File: config.mk
export PLATFORM = sky130hd
export DESIGN_NAME = lsu_mem_master
export DESIGN_NICKNAME = d
export VERILOG_FILES = /design/src/rtl/lsu_mem_master.sv
export SDC_FILE = /design/constraint.sdc
export NUM_CORES = 1
export LEC_CHECK = 0
export ABC_AREA = 1
export BUFFER_PORTS_ARGS = -buffer_cell sky130_fd_sc_hd__buf_2
export CORE_MARGIN = 2
export CORE_UTILIZATION = 40
export CTS_CLUSTER_SIZE = 20
export DETAILED_ROUTE_END_ITERATION = 10
export PLACE_DENSITY = 0.66
export RECOVER_POWER = 100
export SYNTH_ARGS = -nofsm -noshare
export SYNTH_HDL_FRONTEND = slang
export SYNTH_SLANG_ARGS = --single-unit
File: constraint.sdc
create_clock -name clock -period 2.1 [get_ports clock]
set_clock_uncertainty 0.05 [all_clocks]
set_input_delay 0.525 -clock clock [delete_from_list [all_inputs] [get_ports clock]]
set_output_delay 0.525 -clock clock [all_outputs]
set_load 0.01 [all_outputs]
File: src/rtl/lsu_mem_master.sv
// lsu_mem_master
//   Bridges a single outstanding CPU load/store request onto a simple
//   word-addressed memory port. One request at a time: IDLE accepts,
//   ACCESS drives the memory port for ACCESS_CYCLES cycles, RESP holds the
//   response until the CPU takes it.
//
//   Build option: define LSU_MISALIGN_TRAP_EN to trap misaligned half/word
//   accesses (respond with resp_error=1, no memory access). Without it,
//   misaligned accesses go to memory with the out-of-word lanes dropped and
//   resp_error is constant 0.
//
// Parameters
//   ACCESS_CYCLES    cycles mem_valid is held per access (1..15)
// Ports
//   clock            rising-edge clock
//   reset            asynchronous, active-low reset
//   req_valid/ready  CPU request handshake (ready only in IDLE)
//   req_write        1 = store, 0 = load
//   req_addr         byte address
//   req_wdata        store data, right-aligned
//   req_size         0 byte, 1 half, 2/3 word
//   req_unsigned     load zero-extends when 1, sign-extends when 0
//   resp_valid/ready response handshake
//   resp_rdata       extended load data (0 for stores)
//   resp_error       misaligned-access trap
//   mem_valid        memory access active (ACCESS state only)
//   mem_write_enable one-cycle write strobe in the last ACCESS cycle of a store
//   mem_write_addr   word-aligned write address
//   mem_write_data   store data shifted into its byte lanes
//   mem_write_mask   byte-lane enables
//   mem_read_addr    word-aligned read address
//   mem_read_data    combinational read data from memory
module lsu_mem_master #(
    parameter int ACCESS_CYCLES = 1
) (
    input  logic        clock,
    input  logic        reset,
    input  logic        req_valid,
    output logic        req_ready,
    input  logic        req_write,
    input  logic [31:0] req_addr,
    input  logic [31:0] req_wdata,
    input  logic [1:0]  req_size,
    input  logic        req_unsigned,
    output logic        resp_valid,
    input  logic        resp_ready,
    output logic [31:0] resp_rdata,
    output logic        resp_error,
    output logic        mem_valid,
    output logic        mem_write_enable,
    output logic [31:0] mem_write_addr,
    output logic [31:0] mem_write_data,
    output logic [3:0]  mem_write_mask,
    output logic [31:0] mem_read_addr,
    input  logic [31:0] mem_read_data
);

    // Down-counter start value: the final ACCESS cycle is the one with cnt==0.
    localparam logic [3:0] CNT_INIT = 4'(ACCESS_CYCLES - 1);

    typedef enum logic [1:0] {
        IDLE   = 2'd0,
        ACCESS = 2'd1,
        RESP   = 2'd2
    } state_t;

    state_t     state;
    logic [3:0] cnt;

    // Captured request fields still needed after acceptance.
    logic       write_q;
    logic [1:0] off_q;
    logic [1:0] size_q;
    logic       uns_q;

    // Byte-lane enables; lanes shifted past bit 3 fall off the 4-bit result.
    function automatic logic [3:0] lane_mask(input logic [1:0] size, input logic [1:0] off);
        logic [3:0] m;
        case (size)
            2'd0:    m = 4'b0001 << off;
            2'd1:    m = 4'b0011 << off;
            default: m = 4'b1111;
        endcase
        return m;
    endfunction

    // Align the addressed lane down to bit 0, then size-mask and extend.
    function automatic logic [31:0] extend_load(input logic [31:0] data,
                                                input logic [1:0]  off,
                                                input logic [1:0]  size,
                                                input logic        uns);
        logic [31:0]        sh;
        logic signed [7:0]  b;
        logic signed [15:0] h;
        logic [31:0]        r;
        sh = data >> {off, 3'b000};
        b  = sh[7:0];
        h  = sh[15:0];
        case (size)
            2'd0:    r = uns ? {24'd0, sh[7:0]}  : 32'(b);
            2'd1:    r = uns ? {16'd0, sh[15:0]} : 32'(h);
            default: r = sh;
        endcase
        return r;
    endfunction

`ifdef LSU_MISALIGN_TRAP_EN
    function automatic logic misaligned(input logic [1:0] size, input logic [1:0] off);
        logic m;
        case (size)
            2'd0:    m = 1'b0;
            2'd1:    m = off[0];
            default: m = (off != 2'd0);
        endcase
        return m;
    endfunction
`else
    assign resp_error = 1'b0;
`endif

    // Request capture: pure data, only consulted after acceptance, so no reset.
    always_ff @(posedge clock) begin
        if (state == IDLE && req_valid) begin
            write_q <= req_write;
            off_q   <= req_addr[1:0];
            size_q  <= req_size;
            uns_q   <= req_unsigned;
        end
    end

    // Control FSM with registered outputs. Async reset clears every output
    // at once, which also kills any pending write strobe mid-access.
    always_ff @(posedge clock or negedge reset) begin
        if (!reset) begin
            state            <= IDLE;
            cnt              <= 4'd0;
            req_ready        <= 1'b1;
            resp_valid       <= 1'b0;
            resp_rdata       <= 32'd0;
`ifdef LSU_MISALIGN_TRAP_EN
            resp_error       <= 1'b0;
`endif
            mem_valid        <= 1'b0;
            mem_write_enable <= 1'b0;
            mem_write_addr   <= 32'd0;
            mem_write_data   <= 32'd0;
            mem_write_mask   <= 4'd0;
            mem_read_addr    <= 32'd0;
        end else begin
            case (state)
                IDLE: begin
                    if (req_valid) begin
                        req_ready <= 1'b0;
`ifdef LSU_MISALIGN_TRAP_EN
                        if (misaligned(req_size, req_addr[1:0])) begin
                            state      <= RESP;
                            resp_valid <= 1'b1;
                            resp_error <= 1'b1;
                            resp_rdata <= 32'd0;
                        end else begin
`else
                        begin
`endif
                            state            <= ACCESS;
                            cnt              <= CNT_INIT;
                            mem_valid        <= 1'b1;
                            // Single-cycle access: the first ACCESS cycle is also the last.
                            mem_write_enable <= req_write && (CNT_INIT == 4'd0);
                            mem_read_addr    <= {req_addr[31:2], 2'b00};
                            mem_write_addr   <= req_write ? {req_addr[31:2], 2'b00} : 32'd0;
                            mem_write_data   <= req_write ? (req_wdata << {req_addr[1:0], 3'b000}) : 32'd0;
                            mem_write_mask   <= req_write ? lane_mask(req_size, req_addr[1:0]) : 4'd0;
                        end
                    end
                end

                ACCESS: begin
                    if (cnt == 4'd0) begin
                        state            <= RESP;
                        resp_valid       <= 1'b1;
                        resp_rdata       <= write_q ? 32'd0
                                                    : extend_load(mem_read_data, off_q, size_q, uns_q);
                        mem_valid        <= 1'b0;
                        mem_write_enable <= 1'b0;
                        mem_write_addr   <= 32'd0;
                        mem_write_data   <= 32'd0;
                        mem_write_mask   <= 4'd0;
                        mem_read_addr    <= 32'd0;
                    end else begin
                        cnt              <= cnt - 4'd1;
                        // Strobe lands on the cycle where cnt will read 0.
                        mem_write_enable <= write_q && (cnt == 4'd1);
                    end
                end

                RESP: begin
                    if (resp_ready) begin
                        state      <= IDLE;
                        req_ready  <= 1'b1;
                        resp_valid <= 1'b0;
                        resp_rdata <= 32'd0;
`ifdef LSU_MISALIGN_TRAP_EN
                        resp_error <= 1'b0;
`endif
                    end
                end

                default: begin
                    state     <= IDLE;
                    req_ready <= 1'b1;
                end
            endcase
        end
    end

endmodule

==> results.md <==
| Item | This run | Unit |
|---|---|---|
| Top cells by area, synth | dfrtp_1 49%, nand2_1 14%, nand3_1 11%, o21ai_0 5.8%, o31ai_1 3.2% | - |
| Minimum clock period | 1.79 | ns |
| Max Fanout on Critical Path | 24 | - |
| Number of enable flip-flop cells after synthesis | 6 | - |
| Global route total overflow | 0 | - |
| Post-synthesis cell count | 869 | - |
| Gates resized, CTS repair | 0 | - |
| Max Clock Freq | 0.557 | GHz |
| Period utilization | 0.855 | - |
| Power density cells | 1390 | mW/mm2 |
| Post-detailed-routing wire length | 20.5 | mm |
| Number of iterations in the first detailed-routing pass | 5 | - |
| Fraction of post-synthesis cell area in the top cell type by area | 0.486 | - |
| CTS Root Cell | clkbuf_16 | - |
| Count of antenna-violating nets left after detailed routing | 0 | - |
| CTS H-Tree Depth | 4 | - |
| Pins over their slew limit | 0 | - |
| Sequential-to-total area share from yosys stat | 0.515 | - |
| Crit path kind | flop to flop | - |
| Worst-skew pair later-pin latency | 0.42 | ns |
| DP HPWL | 14.6 | mm |
| Count of hold-fix buffers inserted at cts | 0 | - |
| Yosys Warn Count | 0 | - |
| Transition time at the pin with the least slew margin | 1.27 | ns |
| Number of distinct library cells after synthesis | 30 | - |
| Rows | 48 | - |
| Setup Buffers After CTS | 0 | - |
| Final Hold Fails | 0 | - |
| Effective utilization at floorplan | 0.408 | - |
| Vias per cell | 5.03 | - |
| Most used flip-flop cell after synthesis | dfrtp_1 | - |
| Ratio of cells with drive above 1 in the final layout | 0.150 | - |
| Post-place instance area | 0.00843 | mm2 |
| Buffer depth of the longest clock path | 2 | - |
| IR drop worst, VDD | 673 | uV |
| Worst hold margin | 0.246 | ns |
| Setup_tns | 0 | ns |
| Initial drt markers | 468 | - |
| CTS tree | built | - |
| Total routing resource utilization after global routing | 0.224 | - |
| Maximum number of pins on one net before global-route repair | 106 | - |
| Required arrival time at the worst endpoint | 2.38 | ns |
| Setup violations, final | 0 | - |
| Overall die area | 0.0187 | mm2 |
| Vias in the first global route | 6359 | - |
| Routability congestion estimate from global placement | 0.855 | - |
| RSZ-0062 raised after global routing | no | - |
| Clock-pin slew of the registers on the worst-case setup and hold paths | 0.06 | ns |
| Number of nets in the finished design | 1189 | - |
| Library cell with the largest summed area after synthesis | dfrtp_1 | - |
| Static leakage | 4.52 | nW |
| DRC violation count after routing | 0 | - |
| Count of maximum capacitance violations | 0 | - |
| Die W | 137 | um |
| Num Clock Sinks | 144 | - |
| Synth Cell Area | 0.00706 | mm2 |
| Cell with the most instances after synthesis | nand2_1 | - |
| Core Box Area | 0.0173 | mm2 |
| Max-slew headroom | 0.152 | - |
| Global-route wire length before repair | 32.6 | mm |
| Average wire per cell in the routed design | 15.5 | um |
| Post-synthesis average cell area | 8.12 | um2 |
| Tightest Hold Check Type | primary input to flop | - |
| Vertical die dimension | 137 | um |
| Number of buffers added by the clock tree synthesis step | 17 | - |
| Total of flip-flops plus latches after synthesis | 144 | - |
| Vias | 6648 | - |
| Share of async-settable or async-resettable flops after synthesis | 0.958 | - |
| Top-level port count | 241 | - |
| Data arrival time of the critical path | 2.07 | ns |
| Cell area after layout | 0.00879 | mm2 |
| Top post-synthesis cells by count | 260 x nand2_1, 160 x nand3_1, 137 x dfrtp_1 | - |
| Result of the run | finished clean | - |
| Kind of start point of the critical path | flop | - |
| Kind of capture point of the worst setup path | flop | - |
| Area grow syn2layout | 24.6 | % |
| Initial antenna violation count | 2 | - |
| IO buf count | 235 | - |
[cell type report]
type | instances | area (um2)
antenna | 2 | 5.00
clock buffer | 20 | 478
clock inverter | 11 | 126
fill | 1755 | 8500
inverter | 63 | 241
multi-input combinational | 601 | 2840
sequential | 144 | 3630
tap | 225 | 282
timing repair buffer | 255 | 1190
[per-layer routing]
layer | routed length (um) | vias up | track usage
met5 | 0 | - | 0
met4 | 498 | 0 | 0.0785
met3 | 1560 | 34 | 0.0637
met2 | 9490 | 242 | 0.348
met1 | 8950 | 3084 | 0.301
li1 | - | 3288 | -
[layout by cell type, fill, tap and decap left out, types with 4 or more instances in the layout]
cell,n
nand2_1,260
nand3_1,160
dfrtp_1,137
clkbuf_1,137
buf_2,99
o21ai_0,89
inv_1,56
o31ai_1,30
nor2_1,27
clkbuf_16,18
a21oi_1,13
buf_4,10
edfxtp_1,6
conb_1,5
clkinvlp_4,4
[registers in the layout, indices dropped and copies added, names as in the netlist]
signal,count
cnt,4
uns_q,1
resp_rdata,32
mem_valid,1
off_q,2
state,2
req_ready,1
write_q,1
size_q,2
mem_write_addr,30
mem_write_enable,1
mem_write_mask,4
resp_valid,1
mem_write_data,32
mem_read_addr,30
[stage by stage]
stage | total power [W] | setup WS (ns) | std cells | util
floorplan | 0.00756 | 0.561 | 873 | -
global placement | 0.00944 | 0.335 | 1288 | 0.487
detailed placement | 0.00954 | 0.295 | 1288 | 0.487
CTS | 0.0126 | 0.280 | 1319 | 0.522
global route | 0.0131 | 0.0551 | 1320 | 0.508
finish | 0.0122 | 0.305 | 1321 | 0.508
[report_power, final]
part	leakage, nW	switching [W]	internal (W)
Sequential	1.87	0.000645	0.00391
Clock	0.286	0.00120	0.00188
Combinational	2.36	0.00307	0.00148
Total	4.52	0.00492	0.00726
[cells by family (layout without fill, tap and decap cells)]
| family | after synthesis | in the layout | share of synthesized area |
|---|---|---|---|
| simple gates | 457 | 457 | 0.286 |
| flops | 144 | 144 | 0.515 |
| other cells | 1 | 7 | 0.000531 |
| xor+xnor | 1 | 1 | 0.00124 |
| fa+ha+maj | 3 | 3 | 0.00532 |
| buf+inv | 128 | 349 | 0.0833 |
| compound gates | 135 | 135 | 0.108 |
[critical path, stage by stage (launching register included)]
cell and delay (ns):
dfrtp_1 0.38, inv_1 0.09, ha_1 0.19, nand2_1 0.19
nor2_8 0.08, inv_4 0.25, buf_4 0.29, nand3_1 0.08
o21ai_0 0.10
[worst paths after layout]
check | startpoint | to | slack (ns) | cells after the start
max in group asynchronous | reset | mem_write_data[11]$_DFFE_PN0P_ | 0.38 | 2
setup / recovery | cnt[0]$_DFFE_PN0P_ | mem_write_data[23]$_DFFE_PN0P_ | 0.31 | 8
setup reg to reg | cnt[0]$_DFFE_PN0P_ | mem_write_data[23]$_DFFE_PN0P_ | 0.31 | 8
hold / removal | req_write | write_q$_DFFE_PP_ | 0.25 | 1
min in group asynchronous | reset | mem_write_addr[6]$_DFFE_PN0P_ | 0.31 | 1
hold reg to reg | req_ready$_DFFE_PN1P_ | req_ready$_DFFE_PN1P_ | 0.42 | 2
No activity file was read; power rests on OpenSTA's default activity.
